==> src/rtl/puf_soc_piso.sv <==
// Parallel-in serial-out converter: one N_BIT word over valid/ready, streamed LSB-first.
// Optional trailing even-parity bit when PUF_SOC_PISO_PARITY_EN is defined.
module puf_soc_piso #(
    parameter int unsigned N_BIT = 32
) (
    input  logic             clk,
    input  logic             rst_n,
    input  logic             i_clear,
    input  logic             i_tx_valid,
    input  logic [N_BIT-1:0] i_tx_data,
    output logic             o_tx_ready,
    output logic             o_ser_valid,
    output logic             o_ser_data,
    input  logic             i_ser_ready,
    output logic             o_busy,
    output logic             o_done
);

    localparam int unsigned CW = (N_BIT > 1) ? $clog2(N_BIT) : 1;

    typedef enum logic [1:0] {
        IDLE   = 2'd0,
        SHIFT  = 2'd1,
`ifdef PUF_SOC_PISO_PARITY_EN
        PARITY = 2'd2,
`endif
        DONE   = 2'd3
    } state_t;

    state_t           state, state_n;
    logic [N_BIT-1:0] shreg, shreg_n;
    logic [CW-1:0]    cnt, cnt_n;
    logic             tx_ready_n, ser_valid_n, ser_data_n, busy_n, done_n;
`ifdef PUF_SOC_PISO_PARITY_EN
    logic             parity, parity_n;
`endif

    // State, datapath and output registers; outputs are precomputed from next state.
    always_ff @(posedge clk or negedge rst_n) begin
        if (!rst_n) begin
            state       <= IDLE;
            shreg       <= '0;
            cnt         <= '0;
            o_tx_ready  <= 1'b1;
            o_ser_valid <= 1'b0;
            o_ser_data  <= 1'b0;
            o_busy      <= 1'b0;
            o_done      <= 1'b0;
`ifdef PUF_SOC_PISO_PARITY_EN
            parity      <= 1'b0;
`endif
        end else begin
            state       <= state_n;
            shreg       <= shreg_n;
            cnt         <= cnt_n;
            o_tx_ready  <= tx_ready_n;
            o_ser_valid <= ser_valid_n;
            o_ser_data  <= ser_data_n;
            o_busy      <= busy_n;
            o_done      <= done_n;
`ifdef PUF_SOC_PISO_PARITY_EN
            parity      <= parity_n;
`endif
        end
    end

    // Next-state and next-output logic.
    always_comb begin
        state_n = state;
        shreg_n = shreg;
        cnt_n   = cnt;
`ifdef PUF_SOC_PISO_PARITY_EN
        parity_n = parity;
`endif
        if (i_clear) begin
            state_n = IDLE;
            cnt_n   = '0;
        end else begin
            case (state)
                IDLE: begin
                    if (i_tx_valid) begin
                        shreg_n = i_tx_data;
                        cnt_n   = '0;
                        state_n = SHIFT;
`ifdef PUF_SOC_PISO_PARITY_EN
                        parity_n = ^i_tx_data;
`endif
                    end
                end
                // o_ser_valid is always high here, so ready alone means a transfer.
                SHIFT: begin
                    if (i_ser_ready) begin
                        shreg_n = shreg >> 1;
                        if (cnt == CW'(N_BIT - 1)) begin
`ifdef PUF_SOC_PISO_PARITY_EN
                            state_n = PARITY;
`else
                            state_n = DONE;
`endif
                        end else begin
                            cnt_n = cnt + CW'(1);
                        end
                    end
                end
`ifdef PUF_SOC_PISO_PARITY_EN
                PARITY: begin
                    if (i_ser_ready) state_n = DONE;
                end
`endif
                DONE:    state_n = IDLE;
                default: state_n = IDLE;
            endcase
        end

        tx_ready_n  = (state_n == IDLE);
        busy_n      = (state_n != IDLE);
        done_n      = (state_n == DONE);
        ser_valid_n = 1'b0;
        ser_data_n  = 1'b0;
        if (state_n == SHIFT) begin
            ser_valid_n = 1'b1;
            ser_data_n  = shreg_n[0];
        end
`ifdef PUF_SOC_PISO_PARITY_EN
        if (state_n == PARITY) begin
            ser_valid_n = 1'b1;
            ser_data_n  = parity_n;
        end
`endif
    end

endmodule
==> config.mk <==
export PLATFORM = sky130hd
export DESIGN_NAME = puf_soc_piso
export DESIGN_NICKNAME = d
export VERILOG_FILES = /design/src/rtl/puf_soc_piso.sv
export SDC_FILE = /design/constraint.sdc
export NUM_CORES = 1
export LEC_CHECK = 0
export CAP_MARGIN = 20
export CORE_ASPECT_RATIO = 0.9
export CORE_UTILIZATION = 50
export CTS_CLUSTER_SIZE = 20
export DETAILED_ROUTE_END_ITERATION = 16
export PLACE_DENSITY_LB_ADDON = 0.3
export SLEW_MARGIN = 20
export SYNTH_ARGS = -nofsm -noshare
export SYNTH_HDL_FRONTEND = slang
export SYNTH_SLANG_ARGS = --single-unit
==> constraint.sdc <==
create_clock -name clk -period 2.1 [get_ports clk]
set_input_delay 0.42 -clock clk [delete_from_list [all_inputs] [get_ports clk]]
set_output_delay 0.42 -clock clk [all_outputs]
set_load 0.005 [all_outputs]
After elaboration in Yosys (flattened, before gate mapping) --
Index checks and enable logic that the tools add are counted.
Word-level totals: output and inout port bits 5, input port bits 37, register bits 44
Cells by class: add/sub/neg operators 1, multiplexer cells 16, bitwise gates (word level) 1, equality and inequality tests 9, reductions and logical operators 7
Operators by type and width (number):
- $mux W32 | 2
- $pmux W32 S2 | 1
- $mux W5 | 4
- $pmux W5 S2 | 1
- $ne A3 B3 Y1 const B | 3
- $mux W2 | 4
- $reduce_and A4 Y1 | 2
- $add A5 B1 Y5 const B | 1
- $eq A5 B5 Y1 const B | 1
- $eq A2 B1 Y1 const B | 2
- $logic_not A2 Y1 | 2
- $ne A2 B2 Y1 const B | 2
- $pmux W2 S2 | 1
- $reduce_bool A2 Y1 | 2
- $mux W1 | 3
- $reduce_bool A3 Y1 | 1
- $eq A2 B2 Y1 const B | 1
- $not A1 Y1 | 1

Longest topological paths before layout --
depth after elaboration 7, depth in mapped cells 6, depth with buffers taken out 6

Least setup slack after synthesis --
No wires, ideal clock.
path kind register to register, start register cnt[0], end register cnt[3], arrival 1.490 ns, required time 1.967 ns, slack 0.477 ns, clock period less this slack 1.623 ns, setup time 0.133 ns, path buffers 0, cell stages (with the launch flop) 7, path through dfrtp_1 > ha_1 > and3_1 > ha_1 > nand3b_1 > a31oi_1 > a31oi_1
On the way: cells in the longest elaborated chain, start to end 5, elaborated cells between the ends (all ways) 8, classes of those cells add/sub: 1; eq/ne: 2; mux: 4; reduce/logical: 1
Ends and longest elaborated chain:
- start, declared | line 32 | logic [CW-1:0] cnt, cnt_n;
- start signal, assigned | line 55 | cnt <= cnt_n;
- $add A5 B1 Y5 | line 101 | cnt_n = cnt + CW'(1);
- $mux W5 | line 94 | if (cnt == CW'(N_BIT - 1)) begin
- $mux W5 | line 92 | if (i_ser_ready) begin
- $pmux W5 S2 | line 79 | case (state)
- $mux W5 | line 75 | if (i_clear) begin
Several ways; a longest one is shown, not always the timed one. The select of a mux whose other input is x is not followed. A chain may end at the register's enable or synchronous reset.

Worst setup path after layout --
start register cnt[1], end register cnt[2]
The elaborated chain is that of the path after synthesis.

==> results by group <==
Status
  – Outcome: finished clean

Detailed routing
  – Iter 0 DRT Violations: 79
  – WL/cell: 16.4 um
  – DR pass1 iterations: 10
  – Vias/cell: between 5 and 6
  – Residual DRC: 0
  – Routed wire length: 4240 um
  – Post-route ant nets: 0
  – Routed via count: between 1500 and 2000

Yosys
  – Area leader, netlist: dfrtp_1
  – FFs w/ async S/R, synth: 100%
  – Synthesized flop and latch total: 44
  – Ranking of synthesized cells by area: dfrtp_1, mux2_2, a22o_1, buf_6, mux2_4
  – Yosys top cell area share: 50.4%
  – Number of distinct library cells after synthesis: 34
  – Mapped cell area: approximately 2100 sq um
  – Post-Synthesis Net Count: a little over 200
  – EDFF count, synth: 0
  – Post-Syn Area per Cell: roughly 13 sq um
  – Synth Flop Type: dfrtp_1
  – Yosys warns: 0
  – Sequential area share after synthesis: between 50% and 60%
  – Syn Inst Count: around 170

Cells and area
  – Final #Nets: about 250
  – Final cell count without fillers: ~260
  – Share of cells above drive strength 1: approximately a quarter
  – Fill count: 307
  – Area delta synth->final: 26.9%
  – # diodes: 0

Floorplan
  – Core area: 4070 sq um
  – Top-Level Pins: 42
  – Num rows: 22
  – DIE AREA: around 4500 sq um
  – Initial Utilization: 52.4%
  – Die Ht: about 64 um
  – Die Span X: around 70 um

Placement
  – Pre-CTS WS: between 0.04 and 0.05 ns
  – Placer Congestion: 0.798
  – Dpl cells: between 200 and 300
  – I/O Buffers: between 40 and 50
  – Post-DP HPWL: between 2000 and 3000 um

Power and ir drop
  – Peak VDD IR: between 0.0004 and 0.0005 V
  – Sw Ratio: between 20% and 30%
  – Power Dens Cells: roughly 740 nW/um^2
  – Cell-internal power: around 1500 uW
  – Sequential share of power: slightly above 50%
  – Psw: 471 uW
  – Leak: between 0.001 and 0.0015 uW
  – Clk pwr share: between 30% and 40%
  – Power, Total: about 2000 uW
  – Comb power frac: around 18%

Global routing
  – All-Layer GR Usage: between 20% and 30%
  – Global route overflow: 0
  – Antenna violations before repair: 0
  – First-pass GRT wire length: about 7300 um
  – Vias in the first global route: 1598
  – Pin count of the biggest net entering global routing: 38

Timing
  – Final Hold Fails: 0
  – Tmin final: 1.82 ns
  – Worst slew pin tran: 0.794 ns
  – Final period utilization: 86.7%
  – Post-route setup slack: 0.279 ns
  – Endpoints failing setup: 0
  – Count of final max-slew check failures: 0
  – Worst Skew: approximately 0.0056 ns
  – Setup TNS: 0 ns
  – Fmax: between 500 and 600 MHz
  – RSZ-0062 raised after global routing: no
  – Max-slew headroom: ~47%

CTS
  – CTS root buf: clkbuf_8
  – Post_cts resized: 0
  – CTS tree: built
  – CTS Buffer Depth: 2
  – Worst-Skew Late Latency: about 0.29 ns
  – Clock Sink Count: 44
  – H-Tree Depth: 2
  – Setup bufs post-CTS: 0
  – CTS buffer count: 5
  – Cts hold-fix bufs: 0
  – CTS clk-pin slew, worst paths: about 0.080 ns

Critical path
  – FF-to-FF End: cnt[2]
  – CP Max Fanout: 6
  – CP required: 2.27 ns
  – R2r startpoint: cnt[1]
  – FF-to-FF path depth: 6
  – Worst Setup Start Kind: flop
  – Worst Path Arrival: about 2 ns
  – Worst Path Class, Setup: flop to flop
  – R2R setup slack: around 0.28 ns
  – Crit end category: flop

Min path
  – Worst Hold Class: input port to asynchronous set/reset pin

Run
  – Max cap viols: 0
[worst max path at each step]
stage                          start          to  slack, ns
after floorplan               cnt[0]      cnt[3]       0.48
final                         cnt[1]      cnt[2]       0.28
after detailed placement  i_tx_valid  o_ser_data       0.04
after global placement    i_tx_valid  o_ser_data       0.13
after CTS                     cnt[1]      cnt[2]       0.26
after global routing          cnt[1]      cnt[0]       0.16
[kinds of logic after synthesis]
logic type	synth area share, %
buffers and inverters	6.10
adder cells (fa/ha/maj)	1.17
AO/OA/AOI/OAI	18.0
AND/OR/NAND/NOR	6.69
multiplexers	16.4
flip-flops	51.7
[power by group through the flow]
stage          clock network, uW  logic (uW)  registers (uW)
5_1_grt                      678         386            1030
4_1_cts                      644         358            1020
3_5_place_dp                   0         356            1040
6_report                     630         355            1020
3_3_place_gp                   0         340            1030
2_1_floorplan                  0         219            1010
[Yosys cell counts (3+ instances only)]
cell and number:
a22o_1 30, buf_6 5, and3_1 4, dfrtp_1 43, mux2_4 3, nand2_1 3
nand3_1 3, mux2_2 27, a31oi_1 3, inv_1 7, buf_4 4
[metal layers]
layer	vias to the layer above	GRT usage [%]	wire, um
li1	711	-	-
met1	754	27.7	2020
met2	42	33.4	1970
met3	8	4.42	185
met4	0	7.50	68
met5	-	0	0
[layout make-up]
type                    instances  area [sq um]  area share (%)
clock buffers                   6          72.6            2.68
clock inverters                 2          35.0            1.29
inverters                       7          26.3           0.970
multi-input cells             102           913            33.7
flip-flops and latches         44          1100            40.7
well taps                      48          60.1            2.22
repair buffers                 50           498            18.4
[flip-flops by register name, indices dropped and copies added, names as in the netlist]
| register | count |
|---|---|
| o_ser_data | 1 |
| state | 2 |
| o_tx_ready | 1 |
| o_done | 1 |
| shreg | 32 |
| cnt | 5 |
| o_ser_valid | 1 |
| o_busy | 1 |
[through the flow]
step / utilization, % / hold slack [ns] / area [sq um]
6_report: 66.5 / 0.208 / 2710
4_1_cts: 66.5 / 0.229 / 2710
5_1_grt: 66.5 / 0.271 / 2710
3_5_place_dp: 63.8 / 0.474 / 2600
2_1_floorplan: - / 0.124 / 2130
3_3_place_gp: 63.8 / 0.465 / 2600
[layout by cell type, fill, tap and decap left out, types with 4 or more instances in the layout]
cell type         n
mux2_2           27
a22o_1           30
buf_4             7
dfrtp_1          43
clkdlybuf4s50_1  40
inv_1             7
clkbuf_8          5
and3_1            4
[worst max-delay path, stage by stage (launching register included)]
cell and delay [ns]:
dfrtp_1 0.41, ha_1 0.22, and3_1 0.20, ha_1 0.24, nand3b_1 0.21, a31oi_1 0.29
o211ai_1 0.12
Power figures use the tool's default switching activity.
